===== config.mk =====
export PLATFORM = sky130hd
export DESIGN_NAME = alu_result_display
export DESIGN_NICKNAME = d
export VERILOG_FILES = /design/src/rtl/alu_result_display.sv
export SDC_FILE = /design/constraint.sdc
export NUM_CORES = 1
export LEC_CHECK = 0
export ABC_CLOCK_PERIOD_IN_PS = 2600
export BUFFER_PORTS_ARGS = -buffer_cell sky130_fd_sc_hd__buf_2
export CAP_MARGIN = 20
export CORE_UTILIZATION = 54
export CTS_CLUSTER_SIZE = 10
export DETAILED_ROUTE_END_ITERATION = 12
export PLACE_DENSITY = 0.76
export SYNTH_ARGS = -nofsm -noshare
export SYNTH_HDL_FRONTEND = slang
export SYNTH_SLANG_ARGS = --single-unit

===== constraint.sdc =====
create_clock -name clk -period 2.6 [get_ports clk]
set_input_delay 0.78 -clock clk [delete_from_list [all_inputs] [get_ports clk]]
set_output_delay 0.78 -clock clk [all_outputs]
set_load 0.02 [all_outputs]

===== src/rtl/alu_result_display.sv =====
// alu_result_display
//
// Consumer end of the lab ALU result bus. A 10-bit two's-complement result is
// captured on a load strobe and converted to sign + three BCD digits with a
// shift-add-3 (double-dabble) engine that processes one magnitude bit per clock.
// The committed value is shown on a time-multiplexed 4-digit common-anode
// 7-segment display.
//
// Optional feature: define LZB_EN to enable leading-zero blanking of the
// hundreds and tens digits. The bcd output is identical in both builds.
//
// Parameters:
//   REFRESH_DIV  clk cycles each digit stays lit (>= 2)
//   W            result word width, fixed at 10 (|-512| needs exactly 3 digits)
//
// Ports:
//   clk    in   system clock
//   rst    in   asynchronous, active-high reset
//   c      in   packed ALU result, two's complement
//   load   in   capture strobe, sampled only while idle
//   busy   out  high while a conversion runs
//   done   out  one-cycle pulse when a new value is committed
//   neg    out  committed sign (1 = negative)
//   bcd    out  committed magnitude {hundreds, tens, ones}
//   an     out  digit enables, active-low, an[3] leftmost
//   seg    out  segments {g,f,e,d,c,b,a}, active-low

module alu_result_display #(
  parameter int unsigned REFRESH_DIV = 100000,
  parameter int unsigned W           = 10
) (
  input  logic         clk,
  input  logic         rst,
  input  logic [W-1:0] c,
  input  logic         load,
  output logic         busy,
  output logic         done,
  output logic         neg,
  output logic [11:0]  bcd,
  output logic [3:0]   an,
  output logic [6:0]   seg
);

  localparam int unsigned CntW = (REFRESH_DIV > 2) ? $clog2(REFRESH_DIV) : 1;
  localparam int unsigned SrW  = 12 + W;

  localparam logic [6:0] SegMinus = 7'h3F;
  localparam logic [6:0] SegBlank = 7'h7F;

  typedef enum logic [0:0] {StIdle, StConv} state_e;

  // ---------------------------------------------------------------------------
  // Helpers
  // ---------------------------------------------------------------------------

  // Pre-shift correction: any BCD nibble >= 5 gets +3 so the following shift
  // carries correctly into the next decade.
  function automatic logic [11:0] add3_nibbles(input logic [11:0] b);
    logic [11:0] r;
    for (int i = 0; i < 3; i++) begin
      r[i*4 +: 4] = (b[i*4 +: 4] >= 4'd5) ? b[i*4 +: 4] + 4'd3 : b[i*4 +: 4];
    end
    return r;
  endfunction

  function automatic logic [6:0] seg_code(input logic [3:0] d);
    logic [6:0] s;
    unique case (d)
      4'd0:    s = 7'h40;
      4'd1:    s = 7'h79;
      4'd2:    s = 7'h24;
      4'd3:    s = 7'h30;
      4'd4:    s = 7'h19;
      4'd5:    s = 7'h12;
      4'd6:    s = 7'h02;
      4'd7:    s = 7'h78;
      4'd8:    s = 7'h00;
      4'd9:    s = 7'h10;
      default: s = SegBlank;
    endcase
    return s;
  endfunction

  // ---------------------------------------------------------------------------
  // Conversion FSM
  // ---------------------------------------------------------------------------

  state_e state_q, state_d;

  logic [SrW-1:0] sr_q;        // {bcd[11:0], remaining magnitude bits}
  logic [3:0]     step_cnt_q;
  logic           sign_q;
  logic [11:0]    bcd_q;
  logic           neg_q;
  logic           done_q;

  logic [W:0]     mag;
  logic [SrW-1:0] sr_seed;
  logic [SrW-1:0] sr_corr;
  logic [SrW-1:0] sr_step;
  logic           last_step;
  logic           accept;

  always_comb begin
    // W+1 bits so that -512 yields +512 without overflow.
    mag = c[W-1] ? (~{c[W-1], c} + {{W{1'b0}}, 1'b1}) : {1'b0, c};
    // Seeding with the magnitude MSB already in the BCD field stands in for
    // the first (correction-free) shift, leaving exactly W steps.
    sr_seed   = {{11{1'b0}}, mag};
    sr_corr   = {add3_nibbles(sr_q[SrW-1 -: 12]), sr_q[W-1:0]};
    sr_step   = {sr_corr[SrW-2:0], 1'b0};
    last_step = (step_cnt_q == 4'(W - 1));
    accept    = (state_q == StIdle) && load;
  end

  // State register
  always_ff @(posedge clk or posedge rst) begin
    if (rst) begin
      state_q <= StIdle;
    end else begin
      state_q <= state_d;
    end
  end

  // Next-state logic
  always_comb begin
    state_d = state_q;
    unique case (state_q)
      StIdle:  if (load) state_d = StConv;
      StConv:  if (last_step) state_d = StIdle;
      default: state_d = StIdle;
    endcase
  end

  // FSM outputs
  always_comb begin
    busy = (state_q == StConv);
    done = done_q;
    neg  = neg_q;
    bcd  = bcd_q;
  end

  // Conversion datapath; bcd_q/neg_q only change at commit so the display
  // keeps showing the previous value throughout a conversion.
  always_ff @(posedge clk or posedge rst) begin
    if (rst) begin
      sr_q       <= '0;
      step_cnt_q <= '0;
      sign_q     <= 1'b0;
      bcd_q      <= '0;
      neg_q      <= 1'b0;
      done_q     <= 1'b0;
    end else begin
      done_q <= 1'b0;
      if (accept) begin
        sr_q       <= sr_seed;
        step_cnt_q <= '0;
        sign_q     <= c[W-1];
      end else if (state_q == StConv) begin
        sr_q       <= sr_step;
        step_cnt_q <= step_cnt_q + 4'd1;
        if (last_step) begin
          bcd_q  <= sr_step[SrW-1 -: 12];
          neg_q  <= sign_q;
          done_q <= 1'b1;
        end
      end
    end
  end

  // ---------------------------------------------------------------------------
  // Display scan
  // ---------------------------------------------------------------------------

  logic [CntW-1:0] rcnt_q;
  logic [1:0]      idx_q;
  logic [3:0]      an_q;
  logic [6:0]      seg_q;

  logic            wrap;
  logic [1:0]      idx_nxt;
  logic [3:0]      an_nxt;
  logic [6:0]      seg_nxt;
  logic            blank_hund;
  logic            blank_tens;

  always_comb begin
`ifdef LZB_EN
    blank_hund = (bcd_q[11:8] == 4'd0);
    blank_tens = (bcd_q[11:8] == 4'd0) && (bcd_q[7:4] == 4'd0);
`else
    blank_hund = 1'b0;
    blank_tens = 1'b0;
`endif
  end

  always_comb begin
    wrap    = (rcnt_q == CntW'(REFRESH_DIV - 1));
    idx_nxt = idx_q + 2'd1;
    an_nxt  = 4'b1111;
    seg_nxt = SegBlank;
    unique case (idx_nxt)
      2'd0: begin
        an_nxt  = 4'b1110;
        seg_nxt = seg_code(bcd_q[3:0]);
      end
      2'd1: begin
        an_nxt  = 4'b1101;
        seg_nxt = blank_tens ? SegBlank : seg_code(bcd_q[7:4]);
      end
      2'd2: begin
        an_nxt  = 4'b1011;
        seg_nxt = blank_hund ? SegBlank : seg_code(bcd_q[11:8]);
      end
      2'd3: begin
        an_nxt  = 4'b0111;
        seg_nxt = neg_q ? SegMinus : SegBlank;
      end
      default: begin
        an_nxt  = 4'b1111;
        seg_nxt = SegBlank;
      end
    endcase
  end

  // The scan free-runs and is only cleared by reset, never by load.
  always_ff @(posedge clk or posedge rst) begin
    if (rst) begin
      rcnt_q <= '0;
      idx_q  <= '0;
      an_q   <= 4'b1111;
      seg_q  <= SegBlank;
    end else if (wrap) begin
      rcnt_q <= '0;
      idx_q  <= idx_nxt;
      an_q   <= an_nxt;
      seg_q  <= seg_nxt;
    end else begin
      rcnt_q <= rcnt_q + CntW'(1);
    end
  end

  assign an  = an_q;
  assign seg = seg_q;

endmodule


=== Word-level counts from Yosys, hierarchy flattened ===
Memories as Yosys holds them, arrays and structs flattened.
Cells that the tools add are included.

* Memories: 3
* Register bits: 72
* Input bits: 13
* Bits in read-only memories: 336
* Word-level logic and storage cells: 54

{| class="wikitable"
|+ Memory list
! name !! words !! bits a word !! read ports !! clocked after Yosys merged registers in !! write ports !! RTL line !! source
|-
| (name not given) || 16 || 7 || 1 || 0 || 0 || 68 || <nowiki>unique case (d)</nowiki>
|-
| (name not given) || 16 || 7 || 1 || 0 || 0 || 68 ||
|-
| (name not given) || 16 || 7 || 1 || 0 || 0 || 68 ||
|}

* Mux-type cells: 18
* Bitwise gates (word level): 3
* Reductions and logical operators: 4
* Add/sub/neg operators: 7
* Magnitude comparators: 3
* Eq/ne operators: 5

{| class="wikitable"
|+ Operators by type and width
! cell !! number
|-
| $mux W22 || 2
|-
| $pmux W7 S4 || 1
|-
| $add A17 B1 Y17 const B || 1
|-
| $eq A17 B17 Y1 const B || 1
|-
| $mux W17 || 1
|-
| $mux W4 || 4
|-
| $pmux W4 S4 || 1
|-
| $ge A4 B3 Y1 const B || 3
|-
| $add A11 B1 Y11 const B || 1
|-
| $mux W11 || 1
|-
| $not A11 Y11 || 1
|-
| $add A4 B2 Y4 const B || 2
|-
| $mux W7 || 1
|-
| $mux W1 || 5
|-
| $add A4 B1 Y4 const B || 1
|-
| $eq A2 B2 Y1 const B || 2
|-
| $eq A4 B4 Y1 const B || 1
|-
| $add A3 B2 Y3 const B || 1
|-
| $mux W3 || 1
|-
| $reduce_and A3 Y1 || 1
|-
| $add A2 B1 Y2 const B || 1
|-
| $eq A2 B1 Y1 const B || 1
|-
| $logic_not A2 Y1 || 1
|-
| $not A1 Y1 || 2
|-
| 3 further kinds || 3
|}

=== Longest topological paths before layout ===
* Depth after elaboration: 4
* Depth in mapped cells: 7
* Depth with buffers taken out: 6

=== Least setup slack after synthesis ===
No wires, ideal clock.

* Kind: input -> register
* Start: input port c[1]
* End: register sr_q[5]
* Required time: 2.476 ns
* Data arrival time: 1.691 ns
* Stages on the path: 3
* Library setup time: 0.124 ns
* Setup slack: 0.785 ns
* Cells stage by stage: or3_1 o31a_1 a211o_1

* Word-level cells in the longest chain between the ends: 4

{| class="wikitable"
|+ Ends and longest elaborated chain
! item !! RTL line !! source
|-
| from (decl) || 34 || <nowiki>input logic [W-1:0] c,</nowiki>
|-
| $not A11 Y11 || 106 || <nowiki>mag = c[W-1] ? (~{c[W-1], c} + {{W{1'b0}}, 1'b1}) : {1'b0, c};</nowiki>
|-
| $add A11 B1 Y11 || 106 ||
|-
| $mux W11 || 106 ||
|-
| $mux W22 || 155 || <nowiki>if (accept) begin</nowiki>
|-
| to (signal assigned) || 156 || <nowiki>sr_q <= sr_seed;</nowiki>
|-
| to (signal assigned) || 160 || <nowiki>sr_q <= sr_step;</nowiki>
|-
| to (decl) || 90 || <nowiki>logic [SrW-1:0] sr_q;</nowiki>
|}

No other way between the ends.
A chain may end at the register's enable or synchronous reset.

=== Final worst setup path ===
* Start: register bcd_q[3] (netlist: bcd[3])
* End: output port bcd[3]

{| class="wikitable"
|+ RTL lines
! item !! RTL line !! source
|-
| from (decl) || 93 || <nowiki>logic [11:0] bcd_q;</nowiki>
|-
| from (signal assigned) || 163 || <nowiki>bcd_q <= sr_step[SrW-1 -: 12];</nowiki>
|-
| to (decl) || 39 || <nowiki>output logic [11:0] bcd,</nowiki>
|}

No word-level cell between the ends.

==> load_flow_metrics.sql <==
INSERT INTO impl_metrics (metric_group, metric, value, unit) VALUES
('clock_tree', 'clkLatencyLatePin', '0.35', 'ns'),
('clock_tree', 'postCtsSetupBuffers', '0', ''),
('timing', 'worst_pin_slew', '0.8410', 'ns'),
('power_and_ir_drop', 'peak_supply_drop', '560.8', 'uV'),
('setup_path', 'crit_path_end', 'bcd[3]', ''),
('detailed_routing', 'drt_iter0_markers', '176', ''),
('clock_tree', 'clkSinkCount', '72', ''),
('clock_tree', 'cts_hold_buf', '0', ''),
('global_route', 'pin_count_of_the_biggest_net_entering_global_routing', '55', ''),
('yosys', 'ys.warnings.count', '0', ''),
('setup_path', 'cpMaxStageDelayCell', 'sky130_fd_sc_hd__dfrtp_1', ''),
('clock_tree', 'cts.path.max_buffers', '2', ''),
('yosys', 'mappedNetlistNets', '503', ''),
('yosys', 'synthArstFlopShare', '100.0', '%'),
('placement', 'pre_cts_ws', '0.4926', 'ns'),
('timing', 'finalWorstSetupSlack', '0.5839', 'ns'),
('timing', 'period_minus_slack', '2.016', 'ns'),
('yosys', 'synth_edf_count', '0', ''),
('detailed_routing', 'drt_pre_antenna_iters', '4', ''),
('clock_tree', 'post_cts_resize_count', '0', ''),
('cells_and_area', 'most_common_cell_after_layout_fill_and_taps_aside', 'sky130_fd_sc_hd__dfrtp_1', ''),
('yosys', 'synth_ff_type', 'sky130_fd_sc_hd__dfrtp_1', ''),
('detailed_routing', 'detailroute.via_count', '3291', ''),
('status', 'run_status', 'complete, no violations', ''),
('yosys', 'mapped_cell_area', '4264', 'sq um'),
('setup_path', 'timing.setup.critical_path_class', 'flop to primary output', ''),
('setup_path', 'worst-endpoint-required', '1.82', 'ns'),
('worst_hold_path', 'hp-class', 'primary input to asynchronous set/reset pin', ''),
('timing', 'fin_tns_setup', '0', 'ns'),
('yosys', 'seq_area_frac_synth', '42.58', '%'),
('timing', 'finalCritPeriodShare', '77.54', '%'),
('floorplanning', 'row_count', '32', ''),
('global_route', 'grt-ovfl-total', '0', ''),
('yosys', 'syn-instance-count', '456', ''),
('placement', 'post-dp-hpwl', '6262', 'um'),
('clock_tree', 'ctsHtreeMaxLevel', '3', ''),
('timing', 'timing_max_transition_violations_final', '0', ''),
('floorplanning', 'top_level_ports', '39', ''),
('setup_path', 'path_depth', '1', ''),
('setup_path', 'r2r.worst_path.cells', '4', ''),
('yosys', 'post_synth_num_cell_types', '53', ''),
('clock_tree', 'cts.clk_slew.worst_paths', '0.08', 'ns'),
('floorplanning', 'start_util', '55.47', '%'),
('setup_path', 'path_delay_family', 'flip-flops', ''),
('floorplanning', 'design.core.area', '7687', 'sq um'),
('yosys', 'syn-mean-instance-area', '9.351', 'sq um'),
('setup_path', 'critical_path.endpoint_type', 'primary output', ''),
('clock_tree', 'cts_made_buffers', '9', ''),
('detailed_routing', 'post_drt_wl_per_cell', '14.75', 'um'),
('job', 'cap_violations', '0', ''),
('yosys', 'synth_top_cell_by_area', 'sky130_fd_sc_hd__dfrtp_1', ''),
('cells_and_area', 'n_antenna_cell', '0', ''),
('floorplanning', 'design.die.area', '8256', 'sq um'),
('setup_path', 'worst-r2r-setup-slack', '0.60', 'ns'),
('timing', 'hold_viol_final', '0', ''),
('setup_path', 'startpoint_type', 'flop', ''),
('global_route', 'all_layer_global_routing_usage', '22.68', '%'),
('clock_tree', 'cts_tree', 'built', ''),
('floorplanning', 'dieWidth', '90.86', 'um'),
('detailed_routing', 'drc', '0', ''),
('timing', 'max_freq', '496.0', 'MHz'),
('timing', 'rsz0062_at_grt', 'false', ''),
('yosys', 'synth_top_area_share', '35.80', '%'),
('power_and_ir_drop', 'power_density', '910.4', 'nW/um^2'),
('cells_and_area', 'post_route_cells_drive_above_1_share', '17.21', '%'),
('detailed_routing', 'postRouteAntennaNets', '0', ''),
('cells_and_area', 'syn2layout_area_growth', '10.80', '%'),
('detailed_routing', 'post_drt_via_cell_ratio', '5.522', ''),
('cells_and_area', 'layout_common_cells', 'sky130_fd_sc_hd__dfrtp_1 (61), sky130_fd_sc_hd__nand2_1 (57), sky130_fd_sc_hd__o21ai_0 (51)', ''),
('setup_path', 'critPathBufInv', '1', ''),
('setup_path', 'worstSetupStartpoint', 'bcd[3]$_DFFE_PP0P_', '');
## metal layers
layer / GRT usage [%] / part of all wire (%)
met1: 29.73 / 47
met5: 0 / 0
met4: 6.349 / 1.3
met3: 5.387 / 3.4
met2: 37.50 / 48
## cell families (layout without fill, tap and decap cells)
group	count (synthesis)	after routing	synth area share (%)
compound gates	110	110	15.32
xor+xnor	26	26	5.340
fa+ha+maj	34	34	9.977
buf+inv	43	81	3.961
flops	72	72	42.58
mux	12	12	3.022
simple gates	159	159	19.81
## synth_stat cells (9+ instances only)
cell type                  count
sky130_fd_sc_hd__a21oi_1      25
sky130_fd_sc_hd__clkbuf_1     14
sky130_fd_sc_hd__dfrtp_1      61
sky130_fd_sc_hd__dfstp_2      11
sky130_fd_sc_hd__ha_1         34
sky130_fd_sc_hd__inv_1        23
sky130_fd_sc_hd__nand2_1      57
sky130_fd_sc_hd__nand2b_1     14
sky130_fd_sc_hd__nand3_1      13
sky130_fd_sc_hd__nor2_1       17
sky130_fd_sc_hd__nor2b_1       9
sky130_fd_sc_hd__nor3b_1      13
sky130_fd_sc_hd__o21ai_0      51
sky130_fd_sc_hd__xnor2_1      19
## sequential cells by signal, indices dropped and copies added, names as in the netlist
register / flops
sr_q: 22
neg: 1
idx_q: 2
bcd: 12
rcnt_q: 17
an: 4
sign_q: 1
busy: 1
seg: 7
done: 1
step_cnt_q: 4
## per-stage QoR
step	std cells	util, %	cell area, sq um	total power, mW
finish	596	61.46	4725	4.301
global route	596	61.46	4725	4.649
CTS	596	61.46	4725	4.326
detailed placement	580	59.08	4542	3.489
global placement	580	59.08	4542	3.384
floorplan	456	-	4264	3.003
## how the worst min path moves through the flow
| stage | start | endpoint | slack (ns) | cells after the start |
|---|---|---|---|---|
| 6_report | rst | rcnt_q[7]$_DFF_PP0_ | 0.41 | 2 |
| 5_1_grt | rst | rcnt_q[2]$_DFF_PP0_ | 0.43 | 2 |
| 4_1_cts | rst | rcnt_q[7]$_DFF_PP0_ | 0.42 | 2 |
| 3_5_place_dp | seg[4]$_DFFE_PP1N_ | seg[4]$_DFFE_PP1N_ | 0.46 | 2 |
| 3_3_place_gp | seg[4]$_DFFE_PP1N_ | seg[4]$_DFFE_PP1N_ | 0.46 | 2 |
| 2_1_floorplan | sign_q$_DFFE_PP0P_ | sign_q$_DFFE_PP0P_ | 0.44 | 2 |
## cell type report
cell class                 instances  area [sq um]
fill                             696          2963
multi-input combinational        341          2280
tap                              102         127.6
clock inverter                     5         31.28
timing repair buffer              42         232.7
clock buffer                      11         151.4
sequential                        72          1815
inverter                          23         86.33
## power breakdown
group | switching (mW) | total (mW) | internal (mW)
clock | 0.430 | 0.825 | 0.395
sequential | 0.392 | 1.79 | 1.40
combinational | 0.955 | 1.68 | 0.729
total | 1.78 | 4.30 | 2.52
(Power assumes the default switching activity.)
